===== src/rtl/cache_pkg.sv =====
// Shared types and constants for the cache-to-memory arbiter.
package cache_pkg;

  typedef enum logic [1:0] {
    IDLE     = 2'd0,
    MEM_WAIT = 2'd1,
    RESP     = 2'd2
  } state_t;

  localparam int IBLOCK_W = 128;
  localparam int DBLOCK_W = 64;
  localparam int LINE_OFF = 4;

  // Requester IDs; also the encoding of the round-robin `last` pointer.
  localparam logic REQ_I = 1'b0;
  localparam logic REQ_D = 1'b1;

  // Align an address down to the start of its 16-byte line.
  function automatic logic [31:0] line_addr(input logic [31:0] addr);
    return {addr[31:LINE_OFF], {LINE_OFF{1'b0}}};
  endfunction

  // Align an address down to the start of its 32-bit word.
  function automatic logic [31:0] word_addr(input logic [31:0] addr);
    return {addr[31:2], 2'b00};
  endfunction

endpackage


===== src/rtl/rr_arb2.sv =====
// Two-requester round-robin grant. Purely combinational; the caller
// owns the `last` register and updates it when a grant is taken.
module rr_arb2
  import cache_pkg::*;
(
  input  logic req_i,
  input  logic req_d,
  input  logic last,
  output logic gnt_valid,
  output logic gnt_id
);

  // A lone requester always wins; on a tie the one that did not go last wins.
  always_comb begin
    gnt_valid = req_i | req_d;
    gnt_id    = REQ_I;
    if (req_i && req_d) begin
      gnt_id = (last == REQ_I) ? REQ_D : REQ_I;
    end else if (req_d) begin
      gnt_id = REQ_D;
    end
  end

endmodule


===== src/rtl/mem_arbiter.sv =====
// Shares the single main-memory port between iCache refills and dCache
// refills/word writes. One transaction at a time, round-robin on ties,
// registered outputs, sticky err when memory is slower than TIMEOUT.
//
// state    | meaning
// ---------+-----------------------------------------------------------
// IDLE     | no transaction; arbitrate pending requests, latch winner
// MEM_WAIT | mem_req held high with stable addr/we/wdata; waiting ack
// RESP     | grantee's ready is high for this one cycle
module mem_arbiter
  import cache_pkg::*;
#(
  parameter int unsigned TIMEOUT = 64
) (
  input  logic                CLK,
  input  logic                RESET_N,
  input  logic                i_req,
  input  logic [31:0]         i_addr,
  output logic                i_ready,
  output logic [IBLOCK_W-1:0] i_data,
  input  logic                d_req,
  input  logic                d_we,
  input  logic [31:0]         d_addr,
  input  logic [31:0]         d_wdata,
  output logic                d_ready,
  output logic [DBLOCK_W-1:0] d_data,
  output logic                mem_req,
  output logic                mem_we,
  output logic [31:0]         mem_addr,
  output logic [31:0]         mem_wdata,
  input  logic                mem_ack,
  input  logic [127:0]        mem_rdata,
  output logic                err
);

  // Counter saturates at TIMEOUT so a very slow memory never wraps it.
  localparam int unsigned    CNT_W  = $clog2(TIMEOUT + 1);
  localparam logic [CNT_W-1:0] TO_VAL = CNT_W'(TIMEOUT);

  state_t           state_q, state_d;
  logic             last_q;
  logic             gnt_q;
  logic             d_hi_q;
  logic [CNT_W-1:0] cnt_q;
  logic             gnt_valid, gnt_id;

  // Offset bits below the line/word boundary are dropped by design.
  logic unused_addr_bits;
  assign unused_addr_bits = ^{i_addr[LINE_OFF-1:0], d_addr[1:0]};

  rr_arb2 u_rr_arb2 (
    .req_i     (i_req),
    .req_d     (d_req),
    .last      (last_q),
    .gnt_valid (gnt_valid),
    .gnt_id    (gnt_id)
  );

  // State register.
  always_ff @(posedge CLK) begin
    if (!RESET_N) begin
      state_q <= IDLE;
    end else begin
      state_q <= state_d;
    end
  end

  // Next-state logic.
  always_comb begin
    state_d = state_q;
    case (state_q)
      IDLE:     if (gnt_valid) state_d = MEM_WAIT;
      MEM_WAIT: if (mem_ack)   state_d = RESP;
      RESP:                    state_d = IDLE;
      default:                 state_d = IDLE;
    endcase
  end

  // Registered datapath: grant latch, memory handshake, data capture,
  // ready pulses and timeout tracking, all keyed off the current state.
  always_ff @(posedge CLK) begin
    if (!RESET_N) begin
      last_q    <= REQ_I;
      gnt_q     <= REQ_I;
      d_hi_q    <= 1'b0;
      cnt_q     <= '0;
      mem_req   <= 1'b0;
      mem_we    <= 1'b0;
      mem_addr  <= '0;
      mem_wdata <= '0;
      i_ready   <= 1'b0;
      d_ready   <= 1'b0;
      i_data    <= '0;
      d_data    <= '0;
      err       <= 1'b0;
    end else begin
      i_ready <= 1'b0;
      d_ready <= 1'b0;
      case (state_q)
        IDLE: begin
          if (gnt_valid) begin
            gnt_q   <= gnt_id;
            last_q  <= gnt_id;
            cnt_q   <= '0;
            mem_req <= 1'b1;
            if (gnt_id == REQ_D) begin
              d_hi_q    <= d_addr[3];
              mem_we    <= d_we;
              mem_addr  <= d_we ? word_addr(d_addr) : line_addr(d_addr);
              mem_wdata <= d_we ? d_wdata : 32'h0;
            end else begin
              mem_we    <= 1'b0;
              mem_addr  <= line_addr(i_addr);
              mem_wdata <= 32'h0;
            end
          end
        end
        MEM_WAIT: begin
          if (mem_ack) begin
            mem_req <= 1'b0;
            mem_we  <= 1'b0;
            if (gnt_q == REQ_I) begin
              i_data  <= mem_rdata;
              i_ready <= 1'b1;
            end else begin
              // A completed write leaves the last refill block in place.
              if (!mem_we) begin
                d_data <= d_hi_q ? mem_rdata[127:64] : mem_rdata[63:0];
              end
              d_ready <= 1'b1;
            end
          end else begin
            if (cnt_q != TO_VAL) begin
              cnt_q <= cnt_q + 1'b1;
            end
            // err rises on the same edge that carries the counter to TIMEOUT.
            if (cnt_q == TO_VAL - 1'b1) begin
              err <= 1'b1;
            end
          end
        end
        default: ;
      endcase
    end
  end

endmodule

===== config.mk =====
export PLATFORM = sky130hd
export DESIGN_NAME = mem_arbiter
export DESIGN_NICKNAME = d
export VERILOG_FILES = /design/src/rtl/cache_pkg.sv /design/src/rtl/rr_arb2.sv /design/src/rtl/mem_arbiter.sv
export SDC_FILE = /design/constraint.sdc
export NUM_CORES = 1
export LEC_CHECK = 0
export CELL_PAD_IN_SITES_DETAIL_PLACEMENT = 1
export CELL_PAD_IN_SITES_GLOBAL_PLACEMENT = 1
export CORE_UTILIZATION = 30
export CTS_BUF_LIST = sky130_fd_sc_hd__clkbuf_4
export CTS_CLUSTER_DIAMETER = 80
export DETAILED_ROUTE_END_ITERATION = 7
export PLACE_DENSITY = 0.9
export SLEW_MARGIN = 30
export SYNTH_ARGS = -nofsm -noshare
export SYNTH_HDL_FRONTEND = slang
export SYNTH_SLANG_ARGS = --single-unit
export TNS_END_PERCENT = 30

===== constraint.sdc =====
create_clock -name CLK -period 1.7 [get_ports CLK]
set_input_delay 0.34 -clock CLK [delete_from_list [all_inputs] [get_ports CLK]]
set_output_delay 0.34 -clock CLK [all_outputs]
set_load 0.05 [all_outputs]

==> reports/metrics.cfg <==
[cells_and_area]
area_growth_pct=61.9
nets=1941
post-route-util=0.493
layout-drive-gt1-share=0.305
fin_cells=2225

[floorplanning]
dieArea_um2=35800
die_y_um=189
ios=491
start_util=0.304
core-area_um2=34500
die_x_um=189
rows=68

[clock_tree]
holdBufCountCts=0
cts_tree=built
htreeDepth=3
path_clk_slew_ns=0.07
cts.sink_count=270
ctsLongestPathBuffers=3
clockRootBuffer=clkbuf_4
insertion_delay_ns=0.70
cts_inserted_buffers=76

[sta]
finalSetupViolations=0
fin_crit_sh=0.957
drv_slew=0
finClkSkew_ns=0.0522
hold_viol=0
clock.fmax_ghz=0.615
fin_crit_ns=1.63

[logic_synthesis]
synth_cell_type_count=39
synth_fa_ha_area_frac=0.00238
synthXorXnorAreaFrac=0
synth-edff-count=0
synth-simple-area-share=0.158
synth.ff_latch_count=270
ys.warnings.count=0
synthMuxAreaShare=0.0885
async_reset_ff_frac=0
ys.flop_type=dfxtp_1
synth_cells=1164
synth_compound_area_frac=0.188
yosysSeqAreaShare=0.514
synth.cell_area_um2=10500
synth_top_family_by_area=compound AO/OA/AOI/OAI gates
syn_area_per_cell_um2=9.04

[setup_path]
worstPathCellList=or4b_4 -> o21ai_2 -> nand3_2 -> a31oi_1
worstPathMaxFanout=5
cp-end-kind=register
cp.depth=4
reg2reg_to=cnt_q[4]
r2r_cells=4
r2r-start=cnt_q[2]
cp.required_ns=2.26
worst-path-buf-inv=0
rrSetupSlack_ns=0.07
critical_path.top_delay_family=simple AND/OR/NAND/NOR gates
cp_slowest_cell=or4b_4
cp-start-kind=register
critPathKind=reg2reg
arrival_ns=2.19
critPathMaxStageDelay_ns=0.57

[run_status]
status=finished clean

[min_path]
holdCritStartpoint=mem_rdata[2]
hold_class=in2reg
worstHoldEndpoint=i_data[2]
hold-path-cell-count=3

[job]
maxCapViolCount=0

[route]
post_drt_wl_per_cell_um=20.3
first_iter_violations=382
postRouteAntennaNets=0
vias=11000
drcViolationCount=0
postRouteWirelength_mm=45.1
avgViaCountPerCell=4.96
firstDrtPassIters=5

[power]
p_per_area_nw_per_um2=974
p_leak_nw=6.80
fin_total_pwr_mw=16.6
irDropWorstVdd_mv=0.528

[place]
post-dp-hpwl_mm=31.4
place_congestion=0.877
port_buffers=482
place_inst=2073

[grt]
overflow=0
grt_max_degree=74
grt_pass1_vias=11800
grt_pass1_wl_mm=63.5
grt.total_usage=0.229
antenna_found_initial=2

[timing repair]
item,in CTS,in global routing
hold endpoints to repair,0,0
pin swaps,0,3
buffers inserted,0,4
setup endpoints to repair,19,90
resized for setup,12,40
cloned,0,9
[flip-flops by register name, indices dropped and copies added (netlist names)]
name / cells
mem_we: 1
mem_addr: 30
d_hi_q: 1
mem_req: 1
d_data: 64
gnt_q: 1
cnt_q: 7
i_ready: 1
err: 1
d_ready: 1
state_q: 2
i_data: 128
mem_wdata: 32
[synth_stat cells, drive strengths merged (2+ instances only)]
library cell | n | share of area
dfxtp | 270 | 0.51
nand2 | 265 | 0.095
a21oi | 134 | 0.064
nor2 | 132 | 0.047
mux2i | 93 | 0.089
a211oi | 92 | 0.089
buf | 63 | 0.035
a22oi | 34 | 0.024
clkbuf | 34 | 0.012
a31oi | 5 | 0.0030
inv | 5 | 0.0018
nand2b | 4 | 0.0024
nand3 | 4 | 0.0024
nor3b | 4 | 0.0033
and3 | 3 | 0.0018
nand3b | 3 | 0.0025
o21ai | 3 | 0.0018
ha | 2 | 0.0024
nor3 | 2 | 0.00095
[final cells by class]
type,instances,area (um2)
fill,3944,17500
sequential,270,5420
timing repair buffer,562,5330
multi-input combinational,794,4690
clock buffer,116,871
tap,455,569
clock inverter,20,116
inverter,5,26.3
antenna,3,7.51
[layer usage]
layer | track usage | part of all wire | routed length (um)
met5 | 0 | 0 | 0
met4 | 0.132 | 0.050 | 2250
met3 | 0.0843 | 0.081 | 3670
met2 | 0.415 | 0.50 | 22700
met1 | 0.222 | 0.37 | 16500
[cell families after synthesis]
group                      count (synthesis)
and+or+nand+nor                          421
AOI/OAI and AO/OA                        275
DFF                                      270
buffers and inverters                    102
muxes                                     93
adders and majority gates                  2
other                                      1
[stage by stage]
stage / hold WS (ns) / setup TNS (ns) / cell area (um2) / setup slack [ns]
2_1_floorplan: 0.447 / 0 / 10500 / 0.196
3_3_place_gp: 0.442 / -49.64 / 15600 / -0.258
3_5_place_dp: 0.449 / -62.89 / 15600 / -0.350
4_1_cts: 0.137 / 0 / 16700 / 0.00236
5_1_grt: 0.143 / -0.332 / 17000 / -0.0232
6_report: 0.221 / 0 / 17000 / 0.0727
[cell usage in the layout, fill, tap and decap left out, drive strengths merged, types with 3 or more instances in the layout]
master	synthesis	layout
nand3b	3	3
a21oi	134	134
inv	5	7
and3	3	3
nand2b	4	4
nand2	265	265
a31oi	5	5
o21ai	3	3
diode	0	3
a22oi	34	34
clkinv	0	15
nand3	4	4
mux2i	93	93
nor2	132	132
nor3b	4	4
buf	63	334
clkbuf	34	121
a211oi	92	92
clkdlybuf4s50	0	223
dfxtp	270	270
[power breakdown]
part | switching (mW) | internal [mW] | leakage, nW | total [mW]
Clock | 2.87 | 3.27 | 0.587 | 6.14
Combinational | 2.20 | 1.41 | 4.01 | 3.61
Sequential | 0.203 | 6.62 | 2.20 | 6.83
Total | 5.27 | 11.3 | 6.80 | 16.6
[worst min-delay path: cells and delay by family]
| kind | cells | cell delay, ns |
|---|---|---|
| compound gates | 1 | 0.05 |
| simple gates | 1 | 0.07 |
| buf+inv | 1 | 0.42 |
[worst max path at each step]
stage	to	slack [ns]	from
2_1_floorplan	d_data[42]	0.20	RESET_N
3_3_place_gp	i_data[37]	-0.26	mem_ack
3_5_place_dp	d_data[7]	-0.35	mem_ack
4_1_cts	mem_addr[3]	0.002	mem_addr[3]
5_1_grt	mem_wdata[7]	-0.02	mem_wdata[7]
6_report	cnt_q[4]	0.07	cnt_q[2]
No activity file was read; power rests on OpenSTA's default activity.
